$ cat src/rtl/sw40g_width_pkg.sv
// rtl/sw40g_width_pkg.sv - shared width/segment helpers for the sw40g AXI-Stream gearboxes
package sw40g_width_pkg;
  localparam int MAX_KEEP_W = 128;

  typedef logic [31:0] stat_frames_t;
  typedef logic [15:0] stat_null_t;

  function automatic int seg_count(input int s_w, input int m_w);
    return s_w / m_w;
  endfunction

  // Highest segment whose keep slice has any bit set; 0 when keep is all-zero.
  function automatic int last_seg_idx(input logic [MAX_KEEP_W-1:0] keep, input int seg_n,
                                      input int keep_w);
    int idx;
    idx = 0;
    for (int b = 0; b < MAX_KEEP_W; b++) begin
      if (b < keep_w && keep[b]) idx = b / (keep_w / seg_n);
    end
    return idx;
  endfunction
endpackage

$ cat src/rtl/sw40g_axis_wide2narrow_tx.sv
// rtl/sw40g_axis_wide2narrow_tx.sv - wide-to-narrow AXI-Stream TX gearbox, one buffered wide beat
module sw40g_axis_wide2narrow_tx
  import sw40g_width_pkg::*;
#(
  parameter int S_DATA_W = 256,
  parameter int M_DATA_W = 64,
  parameter int USER_W   = 1
) (
  input  logic                  clk,
  input  logic                  rst,
  input  logic [S_DATA_W-1:0]   s_axis_tdata,
  input  logic [S_DATA_W/8-1:0] s_axis_tkeep,
  input  logic [USER_W-1:0]     s_axis_tuser,
  input  logic                  s_axis_tlast,
  input  logic                  s_axis_tvalid,
  output logic                  s_axis_tready,
  output logic [M_DATA_W-1:0]   m_axis_tdata,
  output logic [M_DATA_W/8-1:0] m_axis_tkeep,
  output logic [USER_W-1:0]     m_axis_tuser,
  output logic                  m_axis_tlast,
  output logic                  m_axis_tvalid,
  input  logic                  m_axis_tready,
  output logic [31:0]           stat_frames,
  output logic [15:0]           stat_null_beats,
  output logic                  busy
);
  localparam int SEG_N    = seg_count(S_DATA_W, M_DATA_W);
  localparam int S_KEEP_W = S_DATA_W / 8;
  localparam int M_KEEP_W = M_DATA_W / 8;
  localparam int SEG_W    = (SEG_N > 1) ? $clog2(SEG_N) : 1;

  generate
    if ((S_DATA_W % M_DATA_W) != 0 || (M_DATA_W % 8) != 0) begin : g_bad_params
      $error("sw40g_axis_wide2narrow_tx: S_DATA_W must be a multiple of M_DATA_W, M_DATA_W of 8");
    end
  endgenerate

  logic                  buf_valid_q, buf_valid_d;
  logic [SEG_W-1:0]      seg_idx_q, seg_idx_d;
  logic [SEG_W-1:0]      last_seg_q, last_seg_d;
  logic [S_DATA_W-1:0]   buf_data_q, buf_data_d;
  logic [S_KEEP_W-1:0]   buf_keep_q, buf_keep_d;
  logic [USER_W-1:0]     buf_user_q, buf_user_d;
  logic                  buf_last_q, buf_last_d;
  stat_frames_t          stat_frames_q, stat_frames_d;
  stat_null_t            stat_null_q, stat_null_d;

  logic                  at_last, m_hs, s_hs, null_beat;
  logic [MAX_KEEP_W-1:0] keep_ext;

  always_comb begin
    at_last       = (seg_idx_q == last_seg_q);
    m_hs          = buf_valid_q && m_axis_tready;
    s_axis_tready = !buf_valid_q || (m_axis_tready && at_last);
    s_hs          = s_axis_tvalid && s_axis_tready;
    null_beat     = (s_axis_tkeep == '0) && !s_axis_tlast;
    keep_ext      = '0;
    keep_ext[S_KEEP_W-1:0] = s_axis_tkeep;

    m_axis_tvalid = buf_valid_q;
    m_axis_tdata  = '0;
    m_axis_tkeep  = '0;
    m_axis_tuser  = '0;
    m_axis_tlast  = 1'b0;
    if (buf_valid_q) begin
      m_axis_tdata = buf_data_q[int'(seg_idx_q)*M_DATA_W +: M_DATA_W];
      m_axis_tkeep = buf_keep_q[int'(seg_idx_q)*M_KEEP_W +: M_KEEP_W];
      m_axis_tuser = buf_user_q;
      m_axis_tlast = buf_last_q && at_last;
    end
  end

  always_comb begin
    buf_valid_d   = buf_valid_q;
    seg_idx_d     = seg_idx_q;
    last_seg_d    = last_seg_q;
    buf_data_d    = buf_data_q;
    buf_keep_d    = buf_keep_q;
    buf_user_d    = buf_user_q;
    buf_last_d    = buf_last_q;
    stat_frames_d = stat_frames_q;
    stat_null_d   = stat_null_q;

    if (m_hs) begin
      if (at_last) buf_valid_d = 1'b0;
      else         seg_idx_d   = seg_idx_q + SEG_W'(1);
      if (m_axis_tlast) stat_frames_d = stat_frames_q + 32'd1;
    end

    // A load here overrides the final-segment clear above, giving bubble-free back-to-back beats.
    if (s_hs) begin
      if (null_beat) begin
        if (stat_null_q != '1) stat_null_d = stat_null_q + 16'd1;
      end else begin
        buf_valid_d = 1'b1;
        seg_idx_d   = '0;
        last_seg_d  = SEG_W'(last_seg_idx(keep_ext, SEG_N, S_KEEP_W));
        buf_data_d  = s_axis_tdata;
        buf_keep_d  = s_axis_tkeep;
        buf_user_d  = s_axis_tuser;
        buf_last_d  = s_axis_tlast;
      end
    end
  end

  always_ff @(posedge clk) begin
    if (rst) begin
      buf_valid_q   <= 1'b0;
      seg_idx_q     <= '0;
      last_seg_q    <= '0;
      buf_data_q    <= '0;
      buf_keep_q    <= '0;
      buf_user_q    <= '0;
      buf_last_q    <= 1'b0;
      stat_frames_q <= '0;
      stat_null_q   <= '0;
    end else begin
      buf_valid_q   <= buf_valid_d;
      seg_idx_q     <= seg_idx_d;
      last_seg_q    <= last_seg_d;
      buf_data_q    <= buf_data_d;
      buf_keep_q    <= buf_keep_d;
      buf_user_q    <= buf_user_d;
      buf_last_q    <= buf_last_d;
      stat_frames_q <= stat_frames_d;
      stat_null_q   <= stat_null_d;
    end
  end

  assign stat_frames     = stat_frames_q;
  assign stat_null_beats = stat_null_q;
  assign busy            = buf_valid_q;
endmodule

$ cat config.mk
export PLATFORM = sky130hd
export DESIGN_NAME = sw40g_axis_wide2narrow_tx
export DESIGN_NICKNAME = d
export VERILOG_FILES = /design/src/rtl/sw40g_width_pkg.sv /design/src/rtl/sw40g_axis_wide2narrow_tx.sv
export SDC_FILE = /design/constraint.sdc
export NUM_CORES = 1
export LEC_CHECK = 0
export ABC_AREA = 1
export BUFFER_PORTS_ARGS = -buffer_cell sky130_fd_sc_hd__buf_2
export CAP_MARGIN = 40
export CELL_PAD_IN_SITES_DETAIL_PLACEMENT = 1
export CELL_PAD_IN_SITES_GLOBAL_PLACEMENT = 2
export CORE_UTILIZATION = 28
export CTS_CLUSTER_SIZE = 25
export DETAILED_ROUTE_END_ITERATION = 16
export GPL_TIMING_DRIVEN = 0
export HOLD_SLACK_MARGIN = 0.1
export PLACE_DENSITY = 0.81
export SLEW_MARGIN = 20
export SYNTH_ARGS = -nofsm -noshare
export SYNTH_HDL_FRONTEND = slang
export SYNTH_SLANG_ARGS = --single-unit
export TNS_END_PERCENT = 50
$ cat constraint.sdc
create_clock -name clk -period 2.15 [get_ports clk]
set_input_delay 0.1075 -clock clk [delete_from_list [all_inputs] [get_ports clk]]
set_output_delay 0.1075 -clock clk [all_outputs]
set_load 0.02 [all_outputs]
==> run_results.csv <==
group,metric,value,unit
cts,cts_made_buffers,43,
grt,antenna_found_initial,11,
die,die_h,237.4,um
worst_setup_path,critPathCaptureType,"output port",
yosys,synth_nets,2636,
drt,first_pass_iters,5,
worst_setup_path,startpoint_type,"register",
finish,area_delta_synth_final,58.91,%
yosys,synthMostInstantiatedCell,"nor2_1",
cts,path_clk_slew,60,ps
worst_setup_path,path_cells,"buf_8, buf_8, buf_12, buf_12, buf_8, nor2_2, nor2_1, o21ai_1, a21oi_2, buf_6",
yosys,synth_top_area_share,0.4425,
cts,clk_latency,570,ps
cts,clockBufferDepth,3,
yosys,synthFlopType,"dfxtp_1",
hold_path,hold_path_class,"in -> reg",
yosys,ys_seq_area_frac,0.4425,
die,io_pins,419,
die,die_area,56360,sq um
drt,drt_iter0_markers,903,
cts,htreeDepth,2,
yosys,ys_warn_count,0,
sta,timing.fmax,0.4459,GHz
yosys,synth_area,15520,sq um
grt,grt_max_degree,13,
placement,portBuffers,417,
worst_setup_path,worst_path_max_delay_cell,"dfxtp_4",
cts,tritoncts,"built",
worst_setup_path,critical_path_class,"reg -> out",
grt,grt_pass1_vias,20370,
yosys,ys_async_sr_fraction,0,
sta,maxSlewHeadroom,0.5587,
sta,hold_viol,0,
cts,cts.sinks,343,
drt,via_per_inst,4.956,
drt,routedWlPerCell,20.39,um
die,rows,85,
worst_setup_path,slowest_delay,370,ps
drt,vias,19120,
grt,gr-usage-all-layers,0.2702,
sta,rsz0062_at_grt,"true",
yosys,synth_cell_type_count,31,
die,start_util,0.2861,
yosys,ys_ff_latch,343,
sta,layout_setup_ws,-92.56,ps
finish,utilization,0.4546,
sta,post-route-period-util,1.043,
finish,fin_area,24660,sq um
die,core-area,54240,sq um
grt,grt_overflow,0,
finish,drive_gt1_frac,0.2538,
yosys,synth_common_cells,"nor2_1, o21ai_0, dfxtp_1, nand2_1, a21oi_1",
cts,cts-root-buf,"clkbuf_16",
sta,fin_crit,2243,ps
sta,finalSetupViolations,37,
yosys,synthCells,2340,
drt,wirelength,78650,um
yosys,synth-edff-count,0,
worst_setup_path,required,2040,ps
finish,fillers,6779,
die,dieWidth,237.4,um
finish,final_nets,3420,
drt,drtAntennaViolNets,0,
worst_setup_path,path_buf_inv,6,
job,maxCapViolCount,0,
placement,place_hpwl,54480,um
placement,gp_congestion,0.8611,
worst_setup_path,crit_family,"buffers and inverters",
sta,worst_pin_slew,661.9,ps
worst_setup_path,cp.arrival,2140,ps
placement,dpl-instance-area,18550,sq um
sta,fin_skew,12.87,ps
power_and_ir_drop,peakVddDrop,0.0004829,V
power_and_ir_drop,p_leak,10.45,nW
outcome,status,"complete, but fails checks",
worst_setup_path,path_max_fanout,8,
outcome,violations,"setup timing",
worst_setup_path,crit_top_cell,"buf_8",
sta,drv_slew,0,
drt,drc,0,
yosys,synthTopCellsByArea,"dfxtp_1, nor2_1, o21ai_0",
yosys,avgSynthCellArea,6.631,sq um
grt,grt_pass1_wl,118100,um
power_and_ir_drop,power.density,728.7,nW/um^2
yosys,yosysTopAreaCell,"dfxtp_1",
==> cell families (layout without fill, tap and decap cells) <==
family,Yosys count,count (layout),share of synthesized area
simple gates,1194,1194,0.2980
compound gates,574,574,0.1867
flops,343,343,0.4425
buf+inv,209,1025,0.06104
xor+xnor,18,18,0.01016
fa+ha+maj,2,2,0.001612
other cells,0,6,0
==> per-stage QoR <==
step	setup WS, ps	hold WS, ps	setup TNS [ps]	instances	power (mW)
floorplan	296.6	242.4	0	2340	8.461
global placement	-672.0	330.7	-120500	3453	9.414
detailed placement	-461.9	336.7	-82250	3459	9.481
CTS	-171.8	108.2	-5836	3846	17.85
global route	-186.3	167.8	-6410	3855	18.67
finish	-92.56	133.3	-1552	3858	17.97
==> path summary, 6_finish.rpt <==
path / startpoint / to / slack, ps / depth (start not counted)
worst min register to register: stat_frames[4] / stat_frames[4] / 500 / 2
worst max-delay path: seg_idx_q[0] / m_axis_tdata[36] / -90 / 10
worst max register to register: seg_idx_q[0] / buf_data_q[41] / 110 / 12
worst min-delay path: rst / stat_frames[18] / 130 / 2
==> cells in the final DEF, fill, tap and decap left out, types with 3 or more instances in the layout <==
cell           count
inv_2              4
nand3_2            3
o21ai_1          159
xor2_1            16
diode_2            6
nand3_1           23
buf_8             16
nor3b_1            4
clkbuf_2          25
buf_2            375
clkbuf_1          45
nor2_4            21
nand2_2            4
dlygate4sd3_1    294
clkbuf_8          13
o21ai_0          266
dfxtp_2            3
bufinv_16          5
dfxtp_1          338
inv_1             39
a21oi_1           67
nor2_1           902
buf_12            11
a21oi_2           46
nand2_1          159
nor3_1             9
o21bai_1           3
clkbuf_4          14
clkinv_2           7
nand4_1           16
a21boi_0           5
buf_6             54
o21ai_2           26
clkinvlp_4         3
clkbuf_16         50
buf_4             65
nor2_2            50
==> routing by layer <==
layer / vias up / global-route usage / part of all wire
met2: 526 / 0.4696 / 0.49
met3: 166 / 0.04204 / 0.045
met5: - / 0 / 0.00088
met4: 12 / 0.09697 / 0.032
met1: 9273 / 0.3367 / 0.43
li1: 9145 / - / -
==> what timing repair did <==
action,CTS,global route
cloned,3,4
gates resized for setup,335,255
hold buffers,294,0
endpoints found under the setup margin,156,377
pin swaps,57,68
endpoints found under the hold margin,305,0
buffers inserted,13,6
==> registers in the layout, indices dropped and copies added, names as in the netlist <==
signal and flops:
last_seg_q 2, buf_data_q 256, buf_keep_q 32, buf_last_q 1
stat_frames 32, stat_null_beats 16, busy 1, seg_idx_q 2
buf_user_q 1
==> layout make-up <==
class	count	area [sq um]	area share
inverters	45	172.7	0.007002
diodes	6	15.01	0.0006089
flip-flops and latches	343	6878	0.2789
plain buffers	160	1157	0.04694
clock inverters	15	209.0	0.008474
clock buffers	62	1300	0.05272
multi-input cells	1788	8249	0.3345
repair buffers	743	5807	0.2355
well taps	696	870.8	0.03532
==> where the power goes <==
group	leakage, nW	switching (mW)	total, mW	internal, mW
Combinational	6.87	1.71	3.03	1.32
Sequential	2.84	0.300	7.16	6.86
Clock	0.744	2.99	7.78	4.79
Note: power is estimated with default switching activity, not from simulation.
